--- src/rtl/multibus_pkg.sv ---
// Shared definitions for the FX2 multibus register path: FSM state encoding,
// bus word type and the default register count used on both sides.
package multibus_pkg;

    // Number of 32-bit registers carried on the multibus by default.
    localparam int REG_COUNT_DEFAULT = 16;

    // Width of one register word on the bus.
    localparam int WORD_W = 32;

    // Width of the stability counter; wide enough for the largest legal
    // STABLE_CNT of 15.
    localparam int STABLE_CNT_W = 4;

    // One register word as seen on the bus and in the shadow copy.
    typedef logic [WORD_W-1:0] word_t;

    // Capture FSM states.
    typedef enum logic [1:0] {
        ST_SCAN   = 2'd0,
        ST_VERIFY = 2'd1,
        ST_COMMIT = 2'd2
    } state_t;

endpackage : multibus_pkg

--- src/rtl/multibus_sync2.sv ---
// Two-flop synchroniser for a bus that is asynchronous to the local clock.
// Individual bits may resolve on different cycles; consumers are expected to
// qualify multi-bit values (the capture FSM does this by requiring a word to
// be seen unchanged for several consecutive samples).
module multibus_sync2 #(
    parameter int WIDTH = 32
) (
    input  logic             clock_i,
    input  logic             reset_n_i,
    input  logic [WIDTH-1:0] data_i,
    output logic [WIDTH-1:0] data_o
);

    logic [WIDTH-1:0] sync1_q;
    logic [WIDTH-1:0] sync2_q;

    // Shift the raw bus through two register stages every cycle.
    always_ff @(posedge clock_i) begin
        if (!reset_n_i) begin
            sync1_q <= '0;
            sync2_q <= '0;
        end else begin
            sync1_q <= data_i;
            sync2_q <= sync1_q;
        end
    end

    assign data_o = sync2_q;

endmodule : multibus_sync2

--- src/rtl/multibus_capture.sv ---
// Captures register words written by the FX2 side into a clock-domain shadow
// copy. Words are scanned round-robin; a word that differs from its shadow is
// only committed once it has been sampled unchanged STABLE_CNT times in a row,
// so partially-updated (torn) words never reach regs_all.
module multibus_capture
    import multibus_pkg::*;
#(
    parameter int REG_COUNT  = REG_COUNT_DEFAULT,
    parameter int STABLE_CNT = 3
) (
    input  logic                        clock,
    input  logic                        reset_n,
    input  logic [REG_COUNT*WORD_W-1:0] multibus_out_all,
    input  logic [REG_COUNT-1:0]        clr_flags,
    output logic [REG_COUNT*WORD_W-1:0] regs_all,
    output logic                        upd_stb,
    output logic [7:0]                  upd_idx,
    output logic [WORD_W-1:0]           upd_data,
    output logic [REG_COUNT-1:0]        upd_flags
);

    localparam int                     IDX_W    = (REG_COUNT > 1) ? $clog2(REG_COUNT) : 1;
    localparam logic [IDX_W-1:0]       IDX_LAST = IDX_W'(REG_COUNT - 1);
    localparam logic [STABLE_CNT_W-1:0] CNT_ONE  = STABLE_CNT_W'(1);
    localparam logic [STABLE_CNT_W-1:0] CNT_DONE = STABLE_CNT_W'(STABLE_CNT);

    // ------------------------------------------------------------------
    // Synchronised bus and per-word views
    // ------------------------------------------------------------------
    logic [REG_COUNT*WORD_W-1:0] sync2_all;
    word_t                       sync_words [REG_COUNT];
    word_t                       shadow_q   [REG_COUNT];

    multibus_sync2 #(
        .WIDTH (REG_COUNT * WORD_W)
    ) u_sync (
        .clock_i   (clock),
        .reset_n_i (reset_n),
        .data_i    (multibus_out_all),
        .data_o    (sync2_all)
    );

    // ------------------------------------------------------------------
    // FSM state
    // ------------------------------------------------------------------
    state_t                  state_q, state_d;
    logic [IDX_W-1:0]        idx_q, idx_d;
    logic [STABLE_CNT_W-1:0] cnt_q, cnt_d;
    word_t                   cand_q, cand_d;

    logic                    upd_stb_q, upd_stb_d;
    logic [7:0]              upd_idx_q, upd_idx_d;
    word_t                   upd_data_q, upd_data_d;
    logic [REG_COUNT-1:0]    flags_q, flags_d;
    logic [REG_COUNT-1:0]    set_mask;

    word_t                   cur_word;
    word_t                   cur_shadow;
    logic [IDX_W-1:0]        idx_inc;
    logic [STABLE_CNT_W-1:0] cnt_inc;

    assign cur_word   = sync_words[idx_q];
    assign cur_shadow = shadow_q[idx_q];
    assign idx_inc    = (idx_q == IDX_LAST) ? '0 : idx_q + IDX_W'(1);
    assign cnt_inc    = cnt_q + CNT_ONE;

    genvar gi;
    generate
        for (gi = 0; gi < REG_COUNT; gi++) begin : g_word
            assign sync_words[gi]                    = sync2_all[gi*WORD_W +: WORD_W];
            assign regs_all[gi*WORD_W +: WORD_W]     = shadow_q[gi];
            assign set_mask[gi] = (state_q == ST_COMMIT) && (idx_q == IDX_W'(gi));

            // Shadow word gi is only ever written whole, from a verified
            // candidate, in the COMMIT state.
            always_ff @(posedge clock) begin
                if (!reset_n) begin
                    shadow_q[gi] <= '0;
                end else if (set_mask[gi]) begin
                    shadow_q[gi] <= cand_q;
                end
            end
        end
    endgenerate

    // Next-state logic: scan for a differing word, verify it is stable, commit.
    always_comb begin
        state_d = state_q;
        idx_d   = idx_q;
        cnt_d   = cnt_q;
        cand_d  = cand_q;

        case (state_q)
            ST_SCAN: begin
                if (cur_word == cur_shadow) begin
                    idx_d = idx_inc;
                end else begin
                    cand_d  = cur_word;
                    cnt_d   = CNT_ONE;
                    state_d = ST_VERIFY;
                end
            end

            ST_VERIFY: begin
                if (cur_word == cand_q) begin
                    cnt_d = cnt_inc;
                    if (cnt_inc == CNT_DONE) begin
                        state_d = ST_COMMIT;
                    end
                end else if (cur_word == cur_shadow) begin
                    // The change reverted before settling: treat as a glitch.
                    state_d = ST_SCAN;
                    idx_d   = idx_inc;
                    cnt_d   = '0;
                end else begin
                    // Still moving: restart the stability count on the new value.
                    cand_d = cur_word;
                    cnt_d  = CNT_ONE;
                end
            end

            ST_COMMIT: begin
                state_d = ST_SCAN;
                idx_d   = idx_inc;
                cnt_d   = '0;
            end

            default: begin
                state_d = ST_SCAN;
                idx_d   = '0;
                cnt_d   = '0;
            end
        endcase
    end

    // Strobe and flag next values. The strobe is registered on entry to COMMIT
    // so it is high exactly during the COMMIT cycle; COMMIT always returns to
    // SCAN, which keeps strobes at least two cycles apart.
    always_comb begin
        upd_stb_d  = (state_d == ST_COMMIT);
        upd_idx_d  = upd_idx_q;
        upd_data_d = upd_data_q;
        if (upd_stb_d) begin
            upd_idx_d  = 8'(idx_q);
            upd_data_d = cand_q;
        end
        // Set has priority over a simultaneous clear.
        flags_d = (flags_q & ~clr_flags) | set_mask;
    end

    // FSM and output registers.
    always_ff @(posedge clock) begin
        if (!reset_n) begin
            state_q    <= ST_SCAN;
            idx_q      <= '0;
            cnt_q      <= '0;
            cand_q     <= '0;
            upd_stb_q  <= 1'b0;
            upd_idx_q  <= '0;
            upd_data_q <= '0;
            flags_q    <= '0;
        end else begin
            state_q    <= state_d;
            idx_q      <= idx_d;
            cnt_q      <= cnt_d;
            cand_q     <= cand_d;
            upd_stb_q  <= upd_stb_d;
            upd_idx_q  <= upd_idx_d;
            upd_data_q <= upd_data_d;
            flags_q    <= flags_d;
        end
    end

    assign upd_stb   = upd_stb_q;
    assign upd_idx   = upd_idx_q;
    assign upd_data  = upd_data_q;
    assign upd_flags = flags_q;

endmodule : multibus_capture
--- config.mk ---
export PLATFORM = sky130hd
export DESIGN_NAME = multibus_capture
export DESIGN_NICKNAME = d
export VERILOG_FILES = /design/src/rtl/multibus_pkg.sv /design/src/rtl/multibus_sync2.sv /design/src/rtl/multibus_capture.sv
export SDC_FILE = /design/constraint.sdc
export NUM_CORES = 2
export LEC_CHECK = 0
export CAP_MARGIN = 20
export CORE_AREA = 5 5 429 431
export DETAILED_ROUTE_END_ITERATION = 6
export DIE_AREA = 0 0 434 436
export GPL_ROUTABILITY_DRIVEN = 0
export SYNTH_ARGS = -nofsm -noshare
export SYNTH_HDL_FRONTEND = slang
export SYNTH_HIERARCHICAL = 1
export SYNTH_SLANG_ARGS = --single-unit
--- constraint.sdc ---
create_clock -name clock -period 10.95 [get_ports clock]
set_clock_uncertainty 0.1 [all_clocks]
set_input_delay 2.19 -clock clock [delete_from_list [all_inputs] [get_ports clock]]
set_output_delay 2.19 -clock clock [all_outputs]
set_load 0.005 [all_outputs]
# [Word-level counts from Yosys, hierarchy flattened]
# Memory sizes are Yosys's and may differ from the RTL's. A register that Yosys moved wholly into a read port is not among the register bits.
# Cells that the tools add are included.
[totals] regBits=1119 mem_bits_rw=512 in_bits=530 output_inout_bits=569 wordCells=163 memories=1
[memory_table] name="shadow_q" depth=16 width=32 read_ports=17 rd_clocked_by_memory_dff=1 wr=16 line="multibus_capture.sv:32" source="word_t shadow_q [REG_COUNT];"
[classes] add_sub_neg=2 n_lt_le_gt_ge=1 eq_ne=23 n_mux=86 n_bitwise=20 reduce_logical=20
[ops] operator="32-bit 2-to-1 mux" n=20
[ops] operator="32-bit binary-select mux with 4-bit select" n=1
[ops] operator="32-bit equality test" n=2
[ops] operator="32-bit case mux with 2 select lines" n=1
[ops] operator="1-bit 2-to-1 mux" n=50
[ops] operator="4-bit equality test (second input constant)" n=8
[ops] operator="4-bit 2-to-1 mux" n=7
[ops] operator="16-bit bitwise AND" n=1
[ops] operator="4-bit by 3-bit equality test with 1-bit output (second input constant)" n=4
[ops] operator="1-bit logical AND" n=16
[ops] operator="16-bit NOT" n=1
[ops] operator="1-bit OR" n=16
[ops] operator="16-bit OR" n=1
[ops] operator="4-bit by 2-bit equality test with 1-bit output (second input constant)" n=3
[ops] operator="4-bit case mux with 3 select lines" n=1
[ops] operator="4-bit by 1-bit adder with 4-bit output (second input constant)" n=2
[ops] operator="2-bit 2-to-1 mux" n=4
[ops] operator="4-bit case mux with 2 select lines" n=1
[ops] operator="5-bit greater-or-equal comparator (second input constant)" n=1
[ops] operator="4-bit NOT with 5-bit output" n=1
[ops] operator="2-bit equality test (second input constant)" n=2
[ops] operator="4-bit by 1-bit equality test with 1-bit output (second input constant)" n=1
[ops] operator="4-bit logical NOT" n=1
[ops] operator="2-bit inequality test (second input constant)" n=2
[ops] operator="other kinds (5)" n=5

# [Depth between registers and ports, before layout]
[depth] ltp_word=10 mapped_depth=18

# [Modules after synthesis]
# Netlist, hierarchy kept.
[by_module_without_submodules] mod="multibus_capture" instances=1 cells_each=2542 area_per_inst_um2=32770.2 seq_area_each_um2=17356.6
[by_module_without_submodules] mod="multibus_sync2" instances=1 cells_each=2161 area_per_inst_um2=27552.7 seq_area_each_um2=20499.7

# [Least setup slack after synthesis]
# OpenSTA, ideal clock, no wires.
[synth_timing] path_type="register -> register" startpoint="register idx_q[2]" endpoint="memory shadow_q[4][0] in the netlist's numbering (enable)" setup_time_ns=0.466 arrival_ns=4.257 path_slack_ns=6.127 path_stages_with_launch=10 path_buffers=7 cell_sequence="dfxtp_1 buf_2 buf_2 buf_2 buf_2 clkbuf_1 buf_2 buf_4 nand2b_1 o21ai_0"
[synth_rtl] item="from (decl)" line="multibus_capture.sv:47" source="logic [IDX_W-1:0] idx_q, idx_d;"
[synth_rtl] item="from (signal assigned)" line="multibus_capture.sv:164" source="idx_q <= idx_d;"
[synth_rtl] item="to (decl)" line="multibus_capture.sv:32"

# [Worst setup path after layout]
[layout_timing] startpoint="register idx_q[3]" endpoint="register cand_q[23]"
[layout_via] elab_chain_len=8 word_cells_on_any_way=11
[layout_lines] item="4-bit NOT with 5-bit output (not written as such) (*)" line="multibus_capture.sv:62" source="assign cur_word = sync_words[idx_q];"
[layout_lines] item="32-bit binary-select mux with 4-bit select (*)" line="multibus_capture.sv:62"
[layout_lines] item="32-bit 2-to-1 mux (not written as such) (*) (2 in series)" line="multibus_capture.sv:62"
[layout_lines] item="32-bit equality test" line="multibus_capture.sv:95, multibus_capture.sv:110"
[layout_lines] item="32-bit 2-to-1 mux" line="multibus_capture.sv:95, multibus_capture.sv:110"
[layout_lines] item="32-bit 2-to-1 mux" line="multibus_capture.sv:105" source="if (cur_word == cand_q) begin"
[layout_lines] item="32-bit case mux with 2 select lines" line="multibus_capture.sv:93" source="case (state_q)"
[layout_lines] item="to (signal assigned)" line="multibus_capture.sv:166" source="cand_q <= cand_d;"
[layout_lines] item="to (decl)" line="multibus_capture.sv:49" source="word_t cand_q, cand_d;"
# Every way passes the cells marked *; elsewhere a longest branch is shown, timed or not. The select of a mux whose other input is x is not followed.
# A chain may end at the register's enable or synchronous reset.

==> key figures <==
Floorplanning
  – Die Width: 434 um
  – Row count: 156
  – Core area: 0.1798 mm2
  – Die Y: 436 um
  – Io pins: 1099
  – Initial core utilization: 33.56%
  – Die ar.: 0.1892 mm2

Detailed routing
  – DRC viols: 0
  – Post-route ant nets: 0
  – Final WL: 246000 um
  – Via density: 4.954
  – DR iter-0 viols: 3641
  – Iteration count of the initial detailed-routing pass: 5
  – Vias: 40734
  – Routed WL per cell: 29.92 um

Flow run
  – Max Cap Viol: 0

Global routing
  – Pin count of the biggest net entering global routing: 293
  – Vias in the first global route: 40814
  – First-pass GRT wire length: 331100 um
  – Initial antenna violation count: 44
  – Gr ovfl total: 0
  – GRT Util Overall: 25.13%

Cells and area
  – Fill cells: 16509
  – Design Area, Final: 0.07931 mm2
  – Synthesis-to-layout area growth: 31.48%
  – Fin cells: 8222
  – Layout net count: 6230
  – Share of layout cells above drive strength 1: 10.80%

Place
  – DP Wirelength: 183300 um
  – Post-DP Area: 0.07344 mm2
  – I/O Buffers: 1094
  – Dpl cells: 7887

Yosys
  – Syn Inst Count: 4703
  – Post-Synthesis Cell Area: 0.06032 mm2
  – Distinct cells, synth: 77
  – Mapped Avg Cell Area: 12.83 um2
  – Synth Flop Type: dfxtp_1
  – Post-synth EDFFs: 512
  – Sequential share of the synthesized area: 62.76%
  – Ys Warns: 6
  – Yosys reg bits: 1635
  – Async S/R FF share, synth: 0%

Pwr
  – Pwr dens: 173.2 mW/mm2
  – Leak pwr: 29.61 nW
  – VDD IR max: 130.7 uV
  – Overall power: 0.01373 W

Clock network
  – Hold_buf cts: 0
  – Worst-path clk slew: 0.06 ns
  – CTS tree: built
  – Clk buf depth: 3
  – Clk_lat worst skew: 0.83 ns
  – CTS root buffer: clkbuf_16
  – CTS buffer count: 171
  – Number of gates resized after cts: 0
  – Buffer count from post-CTS setup fixing: 0
  – H-tree Lvls: 4
  – Clock sinks: 1635

STA
  – Worst hold margin: 0.2926 ns
  – Setup TNS: 0 ns
  – Least-Margin Pin Slew: 1.174 ns
  – Fin. max-slew vios: 0
  – # setup viols final: 0
  – Fmax: 165.4 MHz
  – Final Hold Fails: 0
  – RSZ-0062 raised after global routing: no
  – Time the worst path needs with I/O delays and setup: 6.047 ns
  – Relative slew slack: 21.37%
  – Final period utilization: 55.22%

Critical path
  – Critical path cell sequence: buf_4, buf_4, nor2b_4, a22o_1, or3_1, and3_1, nor4b_1, nand4_1, nor4_2, or2_2, nor2_2, a211oi_1
  – CP max stage cell: nor4_2
  – Critical Path AT: 6.65 ns
  – CP Data Required Time: 11.55 ns
  – Critical path startpoint category: flip-flop
  – Crit path buf inv count: 2
  – Crit-path leading delay family: simple AND/OR/NAND/NOR gates
  – Crit. End Element: flip-flop
  – Crit Path Class: flip-flop to flip-flop
  – Crit Path Max Fanout: 38
  – Top cell by count, worst path: buf_4
  – CP max stage delay: 0.76 ns

Worst hold path
  – Hold crit path type: flip-flop to flip-flop

Status
  – Status: finished, final reports clean
==> per-stage QoR <==
step	utilization [%]	worst slack, ns
final	44.12	4.903
after global routing	44.10	4.588
after CTS	44.05	4.880
after detailed placement	40.85	4.858
after global placement	40.79	4.701
after floorplan	-	6.127
==> power by group <==
group / internal [W] / switching, W / total [W]
clock network: 0.00338 / 0.00252 / 0.00591
registers: 0.00651 / 0.000174 / 0.00668
logic: 0.000569 / 0.000577 / 0.00115
total: 0.0105 / 0.00328 / 0.0137
==> layout make-up <==
class	instances	area, um2	area share, %
inverters	14	53.80	0.06784
diodes	17	42.54	0.05364
clock inverters	80	1008	1.272
repair buffers	1173	11700	14.76
multi-input cells	2699	20910	26.37
clock buffers	234	4747	5.985
well taps	2370	2965	3.739
flip-flops and latches	1635	37880	47.76
==> registers in the layout (all words and copies together), names as in the netlist, named ones only <==
signal          count
upd_flags          16
cand_q             32
cnt_q               4
u_sync/sync1_q    512
idx_q               4
upd_idx             4
shadow_q          512
state_q             2
upd_stb             1
u_sync/data_o     512
upd_data           32
==> cells in the mapped netlist, types with 14 or more instances <==
| cell type | count | area (um2) |
|---|---|---|
| and2_1 | 1482 | 9271 |
| a22o_1 | 43 | 376.6 |
| xnor2_1 | 18 | 157.7 |
| nor3_1 | 96 | 480.5 |
| mux2_2 | 48 | 540.5 |
| or3_1 | 33 | 206.5 |
| nand3b_1 | 16 | 120.1 |
| nand2_1 | 81 | 304.0 |
| buf_2 | 54 | 270.3 |
| a22oi_1 | 73 | 548.0 |
| o21ai_0 | 73 | 365.4 |
| a21oi_1 | 52 | 260.3 |
| buf_4 | 43 | 322.8 |
| edfxtp_1 | 512 | 15370 |
| clkbuf_2 | 60 | 300.3 |
| mux4_2 | 172 | 3874 |
| nand3_1 | 44 | 220.2 |
| dfxtp_1 | 1123 | 22480 |
| o22ai_1 | 22 | 137.6 |
| clkbuf_1 | 175 | 656.9 |
| mux2i_1 | 176 | 1762 |
| nor2_1 | 82 | 307.8 |
| xor2_1 | 16 | 140.1 |
| and3_1 | 14 | 87.58 |
==> layout by cell type, fill, tap and decap left out, types with 18 or more instances in the layout <==
cell type           n
o22ai_1            22
nand2_1            77
mux4_2            172
clkbuf_1           41
clkdlybuf4s50_1  1093
o21ai_0            57
a22oi_1            73
mux2i_1           176
buf_4              65
a21oi_1            52
a22o_1             43
nand3_1            44
edfxtp_1          512
clkbuf_16         172
nor3_1             96
clkbuf_8           21
xnor2_1            18
nor2_1             61
clkinv_2           25
and2_1           1482
dfxtp_1          1116
mux2_2             48
clkinv_1           22
or3_1              33
==> routing by layer <==
metal / up-vias / global-route usage [%] / part of all wire, %
met4: 22 / 11.33 / 5.1
met2: 2136 / 43.39 / 49
met5: - / 0 / 0.059
met1: 19991 / 30.08 / 38
met3: 458 / 5.261 / 7.7
li1: 18127 / - / -
==> logic make-up after synthesis <==
family	count (synthesis)	synth area share, %
AND/OR/NAND/NOR	1921	19.13
flip-flops	1635	62.76
multiplexers	408	10.74
buffers and inverters	372	3.126
AO/OA/AOI/OAI	326	3.622
XOR/XNOR	34	0.4936
adder cells (fa/ha/maj)	6	0.1244
other	1	0.006217
==> final timing paths <==
check | startpoint | endpoint | slack (ns) | cells after the start
worst max register to register | idx_q[3] | cand_q[23] | 4.90 | 12
worst min-delay path | u_sync/sync1_q[292] | u_sync/data_o[292] | 0.29 | 1
worst min register to register | u_sync/sync1_q[292] | u_sync/data_o[292] | 0.29 | 1
worst max-delay path | idx_q[3] | cand_q[23] | 4.90 | 12
(Power assumes the default switching activity.)
